--- src/rtl/pipe_pkg.sv ---
// rtl/pipe_pkg.sv - shared FSM states, control-bundle field layout and counter width for the skid stage
package pipe_pkg;

  typedef enum logic [1:0] {
    EMPTY = 2'd0,
    ONE   = 2'd1,
    FULL  = 2'd2
  } state_t;

  localparam int CNT_W = 16;

  // Control bundle packed LSB first: regdst, regwrite, memtoreg, alusrc, aluop, aw, sel
  localparam int REGDST_OFF   = 0;
  localparam int REGDST_W     = 1;
  localparam int REGWRITE_OFF = 1;
  localparam int REGWRITE_W   = 1;
  localparam int MEMTOREG_OFF = 2;
  localparam int MEMTOREG_W   = 1;
  localparam int ALUSRC_OFF   = 3;
  localparam int ALUSRC_W     = 1;
  localparam int ALUOP_OFF    = 4;
  localparam int ALUOP_W      = 4;
  localparam int AW_OFF       = 8;
  localparam int AW_W         = 5;
  localparam int SEL_OFF      = 13;
  localparam int SEL_W        = 4;
  localparam int CTRL_W       = SEL_OFF + SEL_W;

endpackage

--- src/rtl/pipe_sat_cnt.sv ---
// rtl/pipe_sat_cnt.sv - saturating event counter used for the stage statistics
module pipe_sat_cnt #(
  parameter int W = 16
) (
  input  logic         clk,
  input  logic         rst_n,
  input  logic         inc,
  output logic [W-1:0] count
);

  always_ff @(posedge clk) begin
    if (!rst_n) begin
      count <= '0;
    end else if (inc && (count != {W{1'b1}})) begin
      count <= count + W'(1);
    end
  end

endmodule

--- src/rtl/pipe_skid_reg.sv ---
// rtl/pipe_skid_reg.sv - two-entry skid pipeline register; PIPE_SKID_STATS_EN builds stall/flush counters
module pipe_skid_reg
  import pipe_pkg::*;
#(
  parameter int DW    = 32,
  parameter int NLANE = 2,
  parameter int CW    = 17
) (
  input  logic                clk,
  input  logic                rst_n,
  input  logic                in_valid,
  output logic                in_ready,
  input  logic [NLANE*DW-1:0] in_data,
  input  logic [CW-1:0]       in_ctrl,
  input  logic                flush,
  output logic                out_valid,
  input  logic                out_ready,
  output logic [NLANE*DW-1:0] out_data,
  output logic [CW-1:0]       out_ctrl,
  output logic [CNT_W-1:0]    stall_cnt,
  output logic [CNT_W-1:0]    flush_cnt
);

  localparam int BW = NLANE * DW;

  state_t        state_q;
  state_t        state_d;
  logic          in_ready_q;
  logic [BW-1:0] main_data;
  logic [BW-1:0] skid_data;
  logic [CW-1:0] main_ctrl;
  logic [CW-1:0] skid_ctrl;
  logic          in_xfer;
  logic          out_xfer;
  logic          load_main;
  logic          load_skid;
  logic          move_skid;

  assign in_ready  = in_ready_q;
  assign out_valid = (state_q != EMPTY);
  assign in_xfer   = in_valid && in_ready_q;
  assign out_xfer  = out_valid && out_ready;
  assign out_data  = main_data;
  // Bubbles must never carry regwrite/memtoreg downstream.
  assign out_ctrl  = out_valid ? main_ctrl : '0;

  always_comb begin
    state_d   = state_q;
    load_main = 1'b0;
    load_skid = 1'b0;
    move_skid = 1'b0;
    if (flush) begin
      state_d = EMPTY;
    end else begin
      case (state_q)
        EMPTY: begin
          if (in_xfer) begin
            load_main = 1'b1;
            state_d   = ONE;
          end
        end
        ONE: begin
          if (in_xfer && out_xfer) begin
            load_main = 1'b1;
          end else if (in_xfer) begin
            load_skid = 1'b1;
            state_d   = FULL;
          end else if (out_xfer) begin
            state_d = EMPTY;
          end
        end
        FULL: begin
          if (out_xfer) begin
            move_skid = 1'b1;
            state_d   = ONE;
          end
        end
        default: state_d = EMPTY;
      endcase
    end
  end

  // in_ready is registered from the next state so it never sees out_ready combinationally.
  always_ff @(posedge clk) begin
    if (!rst_n) begin
      state_q    <= EMPTY;
      in_ready_q <= 1'b0;
      main_data  <= '0;
      main_ctrl  <= '0;
      skid_data  <= '0;
      skid_ctrl  <= '0;
    end else begin
      state_q    <= state_d;
      in_ready_q <= (state_d != FULL);
      if (load_main) begin
        main_data <= in_data;
        main_ctrl <= in_ctrl;
      end else if (move_skid) begin
        main_data <= skid_data;
        main_ctrl <= skid_ctrl;
      end
      if (load_skid) begin
        skid_data <= in_data;
        skid_ctrl <= in_ctrl;
      end
    end
  end

`ifdef PIPE_SKID_STATS_EN
  pipe_sat_cnt #(.W(CNT_W)) u_stall_cnt (
    .clk   (clk),
    .rst_n (rst_n),
    .inc   (out_valid && !out_ready),
    .count (stall_cnt)
  );

  pipe_sat_cnt #(.W(CNT_W)) u_flush_cnt (
    .clk   (clk),
    .rst_n (rst_n),
    .inc   (flush),
    .count (flush_cnt)
  );
`else
  assign stall_cnt = '0;
  assign flush_cnt = '0;
`endif

endmodule

--- config.mk ---
export PLATFORM = sky130hd
export DESIGN_NAME = pipe_skid_reg
export DESIGN_NICKNAME = d
export VERILOG_FILES = /design/src/rtl/pipe_pkg.sv /design/src/rtl/pipe_sat_cnt.sv /design/src/rtl/pipe_skid_reg.sv
export SDC_FILE = /design/constraint.sdc
export NUM_CORES = 1
export LEC_CHECK = 0
export BUFFER_PORTS_ARGS = -buffer_cell sky130_fd_sc_hd__buf_2
export CORE_MARGIN = 2
export CORE_UTILIZATION = 53
export CTS_CLUSTER_DIAMETER = 100
export DETAILED_ROUTE_END_ITERATION = 8
export HOLD_SLACK_MARGIN = 0.06
export MAX_ROUTING_LAYER = met4
export PLACE_DENSITY_LB_ADDON = 0.3
export RECOVER_POWER = 100
export SLEW_MARGIN = 5
export SYNTH_ARGS = -nofsm -noshare
export SYNTH_HDL_FRONTEND = slang
export SYNTH_HIERARCHICAL = 1
export SYNTH_SLANG_ARGS = --single-unit
export TNS_END_PERCENT = 1
--- constraint.sdc ---
create_clock -name clk -period 2.18 [get_ports clk]
set_clock_uncertainty 0.2 [all_clocks]
set_input_delay 0.436 -clock clk [delete_from_list [all_inputs] [get_ports clk]]
set_output_delay 0.436 -clock clk [all_outputs]
set_load 0.02 [all_outputs]
Yosys cells after proc, flatten, opt, wreduce, memory -nomap -nowiden
Cells that the tools add are included.
{"block": "totals", "in_bits": 86, "register_bits": 165, "word_cells": 37, "output_inout_bits": 115}
{"block": "classes", "n_eq_ne": 3, "n_reduce_logical": 6, "mux": 22}
{"operator": "64-bit 2-to-1 mux", "n": 2}
{"operator": "17-bit 2-to-1 mux", "n": 3}
{"operator": "2-bit 2-to-1 mux", "n": 6}
{"operator": "1-bit 2-to-1 mux", "n": 9}
{"operator": "2-bit case mux with 3 select lines", "n": 1}
{"operator": "2-bit nonzero test", "n": 2}
{"operator": "1-bit logical AND", "n": 3}
{"operator": "2-bit by 1-bit equality test with 1-bit output (second input constant)", "n": 1}
{"operator": "2-bit equality test (second input constant)", "n": 1}
{"operator": "2-bit logical NOT", "n": 1}
{"operator": "2-bit inequality test (second input constant)", "n": 1}
{"operator": "1-bit case mux with 2 select lines", "n": 1}

Longest topological paths before layout
Gate-level depths: netlist of run 1.
{"block": "depth", "word_depth": 8, "depth_mapped": 6, "mapped_depth_nobuf": 3}

Worst setup path before layout of run 1
Ideal clock, no wire load.
{"block": "synth_path", "path_type": "register -> output", "from": "register state_q[1]", "to": "output out_valid", "arrival_ns": 1.154, "path_slack_ns": 0.390, "path_buffers": 1, "stages_incl_launch_ff": 4, "required_time_ns": 1.544, "path_cell_list": "dfxtp_1 -> nor2_1 -> clkbuf_1 -> inv_1"}
{"block": "synth_between", "elab_chain_cells": 1}
{"item": "start: declaration", "line": "pipe_skid_reg.sv:26", "source": "state_t state_q;"}
{"item": "start signal: assignment", "line": "pipe_skid_reg.sv:93", "source": "state_q <= state_d;"}
{"item": "2-bit nonzero test", "line": "pipe_skid_reg.sv:40", "source": "assign out_valid = (state_q != EMPTY);"}
{"item": "end: declaration", "line": "pipe_skid_reg.sv:16", "source": "output logic out_valid,"}
Every way passes these cells.

Final worst setup path of run 1
{"block": "layout_path", "from": "register state_q[1]", "to": "output out_ctrl[16]"}
{"block": "layout_between", "elab_chain_cells": 2}
{"item": "2-bit nonzero test", "line": "pipe_skid_reg.sv:40"}
{"item": "17-bit 2-to-1 mux", "line": "pipe_skid_reg.sv:45", "source": "assign out_ctrl = out_valid ? main_ctrl : '0;"}
{"item": "end: declaration", "line": "pipe_skid_reg.sv:19", "source": "output logic [CW-1:0] out_ctrl,"}
Every way passes these cells.

==> results of run 1 <==
cell type report:
| class | instances | share of cell area, % |
|---|---|---|
| Tap cell | 180 | 2.605 |
| Sequential cell | 165 | 38.23 |
| Inverter | 4 | 0.2026 |
| Clock buffer | 20 | 5.397 |
| Multi-Input combinational cell | 633 | 39.36 |
| Clock inverter | 10 | 1.505 |
| Timing Repair Buffer | 191 | 12.68 |
| Antenna cell | 1 | 0.02894 |
per-stage QoR:
step | instance area, um^2 | hold slack [ns] | setup slack, ns
finish | 8647 | 0.07419 | 0.1073
global placement | 8235 | 0.2603 | 0.2922
global route | 8647 | 0.07394 | 0.01625
CTS | 8835 | 0.06379 | 0.06295
floorplan | 7468 | 0.2541 | 0.3897
detailed placement | 8235 | 0.2670 | 0.2431
power by group through the flow:
stage / combinational (W) / clock [W] / sequential [W]
2_1_floorplan: 0.000363 / 0 / 0.00328
3_3_place_gp: 0.000643 / 0 / 0.00321
3_5_place_dp: 0.000646 / 0 / 0.00321
4_1_cts: 0.000649 / 0.00306 / 0.00315
5_1_grt: 0.000673 / 0.00321 / 0.00316
6_report: 0.000618 / 0.00303 / 0.00315
per-layer routing:
layer  vias to the layer above  wire length, um  track usage [%]
met5                         -                0                -
met4                         0              403            9.698
met3                        35             1285            4.916
met2                       300             8518            37.74
met1                      3246             8802            37.32
li1                       3383                -                -
worst paths after layout:
check	start	end	slack, ns	cells past startpoint
setup / recovery	state_q[1]$_SDFF_PN0_	out_ctrl[16]	0.11	4
hold / removal	in_data[52]	skid_data[52]$_SDFFE_PN0P_	0.07	3
setup reg to reg	state_q[0]$_SDFF_PN0_	main_ctrl[15]$_SDFFE_PN0P_	0.17	5
hold reg to reg	skid_data[36]$_SDFFE_PN0P_	skid_data[36]$_SDFFE_PN0P_	0.27	2
cell families after synthesis:
family	count (synthesis)	share of synthesized area (%)
flip-flops	165	44.93
XOR/XNOR	1	0.1192
AND/OR/NAND/NOR	353	22.04
buffers and inverters	134	10.30
AO/OA/AOI/OAI	247	22.57
other	1	0.05101
synth_stat cells, types with 2 or more instances:
| cell type | number | area (um^2) |
|---|---|---|
| a21oi_1 | 83 | 415.4 |
| nor3_1 | 81 | 405.4 |
| buf_4 | 35 | 262.8 |
| nor2b_1 | 18 | 112.6 |
| buf_2 | 44 | 220.2 |
| nand2b_1 | 2 | 12.51 |
| nand2_1 | 163 | 611.8 |
| o21ai_0 | 81 | 405.4 |
| nand4bb_1 | 2 | 22.52 |
| a311oi_2 | 18 | 270.3 |
| dfxtp_1 | 165 | 3303 |
| and4bb_1 | 2 | 25.02 |
| clkbuf_1 | 42 | 157.7 |
| buf_6 | 9 | 101.4 |
| a311oi_1 | 63 | 551.8 |
| inv_1 | 3 | 11.26 |
| nand3_1 | 81 | 405.4 |
worst max-delay path, cell delays in order, from the launching register on:
cell,delay (ns)
dfxtp_2,0.35
nor2_1,0.22
buf_6,0.21
nor2b_1,0.08
buf_2,0.16
sequential cells by signal, summed over array words and instances (netlist names):
name       count
out_data      64
skid_data     64
main_ctrl     17
skid_ctrl     17
state_q        2
in_ready       1
what timing repair did:
action,4_1_cts,5_1_grt
pin swaps,0,0
gates resized for setup,2,1
buffers inserted,0,0
endpoints found under the setup margin,3,5
==> impl_metrics.csv, run 1 <==
group,metric,value,unit
route,via_count,6964,
sta,setup_viol,0,
yosys,synth.ff_latch_count,165,
grt,antenna_found_initial,1,
pwr,p_total,0.006796,W
sta,fin_crit_sh,95.08,%
setup_path,cp_data_required_time,1.54,ns
layout,fin_cells,1204,
cts,clkSinkCount,165,
floorplanning,die_area,14830,um^2
yosys,yosys_warnings,6,
route,drtAntennaViolNets,0,
layout,n_fill_cell,1281,
layout,final_nets,1098,
route,firstDrtPassIters,5,
flow_run,drv_cap,0,
worst_hold_path,hp-class,"in -> reg",
cts,clkLatencyLatePin,0.42,ns
route,wl_per_cell,15.79,um
route,drt-initial-drc-count,766,
yosys,syn_inst,901,
setup_path,worstPathMaxFanout,16,
setup_path,path_class,"reg -> out",
pwr,pwr-share-seq,46.3,%
floorplanning,die_w,121.8,um
sta,fmax,0.4825,GHz
grt,grt_max_degree,82,
pwr,power.clock.fraction,44.6,%
placement,hpwl,11340,um
layout,layout_common_cells,"163 x nand2_1, 163 x dfxtp_1, 87 x buf_2",
pwr,p_sw_share,24.02,%
setup_path,start_kind,"flip-flop",
yosys,synth_seq_area_share,44.93,%
setup_path,cp-end-kind,"output port",
route,drc,0,
yosys,synthFlopType,"dfxtp_1",
yosys,synth_edf_count,0,
sta,period_minus_slack,2.073,ns
cts,cts.hold.buffers_added,0,
pwr,p_switching,0.001632,W
yosys,yosysUniqueCellTypes,26,
placement,gp_congestion,0.8179,
grt,grt_usage,26.43,%
floorplanning,die_h,121.8,um
sta,slew_violations,0,
status,status,"finished, final reports clean",
setup_path,crit_arrival,1.44,ns
sta,worst_pin_slew,0.6879,ns
pwr,cellPowerDensity,785.9,nW/um^2
floorplanning,initial_core_util,53.59,%
sta,timing.slew.headroom,54.14,%
placement,placedCellCount,1173,
grt,grt_pass1_wl,30750,um
cts,cts-htree-levels,4,
sta,rsz0062_at_grt,"false",
floorplanning,ios,201,
cts,cts_tree,"built",
cts,cts_root_buf,"clkbuf_16",
route,vias_per_cell,5.784,
pwr,pwr-share-comb,9.1,%
cts,numCtsBuffers,17,
yosys,syn_avg_cell_area,8.160,um^2
yosys,async_flop_share,0,%
sta,hold_violations,0,
cts,cts.clk_slew.worst_paths,0.06,ns
layout,regArea,3306,um^2
yosys,syn_area,7352,um^2
sta,final.setup.tns,0,ns
grt,grt_pass1_vias,6129,
floorplanning,core,13720,um^2
pwr,p_leak,2.965,nW
layout,area_delta_synth_final,17.61,%
layout,multi_input_area,3403,um^2
route,wl,19010,um
pwr,ir_drop,0.4445,mV
layout,drive_above_1_share,16.81,%
floorplanning,row_count,43,
pwr,p_int,0.005163,W
layout,fin_util,63.03,%
cts,clk_path_buf_depth,2,
placement,port_buffers,168,
grt,overflow,0,
No activity file was read; power rests on OpenSTA's default activity.
==> run 2: changes to the inputs <==
--- a/config.mk
+++ b/config.mk
@@ -11,10 +11,8 @@
 export CTS_CLUSTER_DIAMETER = 100
 export DETAILED_ROUTE_END_ITERATION = 8
 export HOLD_SLACK_MARGIN = 0.06
-export MAX_ROUTING_LAYER = met4
 export PLACE_DENSITY_LB_ADDON = 0.3
 export RECOVER_POWER = 100
-export SLEW_MARGIN = 5
 export SYNTH_ARGS = -nofsm -noshare
 export SYNTH_HDL_FRONTEND = slang
 export SYNTH_HIERARCHICAL = 1
==> impl_metrics.csv, run 2 (synthesis gave the netlist of run 1 again) <==
group,metric,value,unit
sta,worst_pin_slew,0.6905,ns
floorplanning,die_h,121.8,um
sta,fmax,0.4826,GHz
pwr,p_leak,2.963,nW
layout,final_nets,1098,
cts,postCtsSetupRepairBufs,0,
route,via_count,6988,
floorplanning,ios,201,
grt,grt_pass1_wl,30690,um
setup_path,crit_arrival,1.44,ns
sta,fin_crit_sh,95.05,%
sta,whs,0.07397,ns
placement,hpwl,11340,um
route,wl_met2,8626,um
route,wl,19040,um
setup_path,cp_data_required_time,1.54,ns
cts,clkLatencyLatePin,0.42,ns
layout,n_antenna_cell,0,
cts,cts_tree,"built",
setup_path,worstPathMaxFanout,16,
sta,timing.slew.headroom,53.97,%
placement,gp_congestion,0.8062,
route,drt-initial-drc-count,767,
floorplanning,die_area,14830,um^2
placement,port_buffers,168,
route,met1_length,8663,um
layout,fin_cells,1203,
grt,grt_usage,25.61,%
layout,area_delta_synth_final,17.41,%
cts,cts_root_buf,"clkbuf_16",
route,drc,0,
cts,ctsResizeCount,2,
placement,placedCellCount,1173,
cts,cts-htree-levels,4,
flow_run,drv_cap,0,
cts,numCtsBuffers,17,
floorplanning,die_w,121.8,um
sta,period_minus_slack,2.072,ns
pwr,ir_drop,0.4437,mV
route,wl_met3,1325,um
sta,setup_viol,0,
sta,final.setup.tns,0,ns
setup_path,path_class,"reg -> out",
grt,grt_max_degree,82,
floorplanning,row_count,43,
route,firstDrtPassIters,4,
grt,antenna_found_initial,1,
route,vias_per_cell,5.809,
layout,layout_common_cells,"163 x nand2_1, 163 x dfxtp_1, 87 x buf_2",
worst_hold_path,hp-class,"in -> reg",
grt,grt_pass1_vias,6143,
pwr,cellPowerDensity,786.4,nW/um^2
route,drtAntennaViolNets,0,
sta,rsz0062_at_grt,"false",
cts,cts.hold.buffers_added,0,
status,status,"finished, final reports clean",
route,highest_layer,"met5",
layout,drive_above_1_share,16.62,%
setup_path,start_kind,"flip-flop",
sta,slew_violations,0,
cts,clkSinkCount,165,
floorplanning,initial_core_util,53.59,%
route,wl_per_cell,15.82,um
floorplanning,core,13720,um^2
grt,overflow,0,
sta,hold_violations,0,
cts,clk_path_buf_depth,2,
cts,cts.clk_slew.worst_paths,0.06,ns
setup_path,cp-end-kind,"output port",
run 2: through the flow:
step / setup WS [ns] / utilization, % / cell area, um^2 / power (W)
after floorplan: 0.3897 / - / 7468 / 0.003643
after global placement: 0.2922 / 60.03 / 8235 / 0.003856
after detailed placement: 0.2431 / 60.03 / 8235 / 0.003857
after CTS: 0.06295 / 64.40 / 8835 / 0.006854
after global routing: 0.01452 / 62.92 / 8632 / 0.007023
final: 0.1080 / 62.92 / 8632 / 0.006788
run 2: layout make-up:
cell class / instances / area (um^2)
Fill cell: 1286 / 5087
Multi-Input combinational cell: 633 / 3391
Sequential cell: 165 / 3306
Timing Repair Buffer: 191 / 1096
Clock buffer: 20 / 466.7
Tap cell: 180 / 225.2
Clock inverter: 10 / 130.1
Inverter: 4 / 17.52
run 2: metal layers:
| layer | GRT usage (%) | up-vias |
|---|---|---|
| met5 | 0 | - |
| met4 | 9.914 | 2 |
| met3 | 5.103 | 37 |
| met2 | 37.88 | 295 |
| met1 | 36.79 | 3273 |
| li1 | - | 3381 |
run 2: critical path: stages (launching register included):
cell	delay, ns
dfxtp_2	0.35
nor2_1	0.22
buf_6	0.21
nor2b_1	0.08
buf_2	0.16
run 2: report_power, final:
| part | internal, W | switching [W] |
|---|---|---|
| sequential | 0.00310 | 0.0000486 |
| combinational | 0.000194 | 0.000422 |
| clock | 0.00187 | 0.00116 |
| total | 0.00516 | 0.00163 |
run 2: path summary, 6_finish.rpt:
kind	from	endpoint	slack, ns	cells past startpoint
max reg2reg	in_ready$_SDFF_PN0_	out_data[11]$_SDFFE_PN0P_	0.17	4
max	state_q[1]$_SDFF_PN0_	out_ctrl[16]	0.11	4
min	in_data[52]	skid_data[52]$_SDFFE_PN0P_	0.07	3
min reg2reg	skid_data[36]$_SDFFE_PN0P_	skid_data[36]$_SDFFE_PN0P_	0.27	2
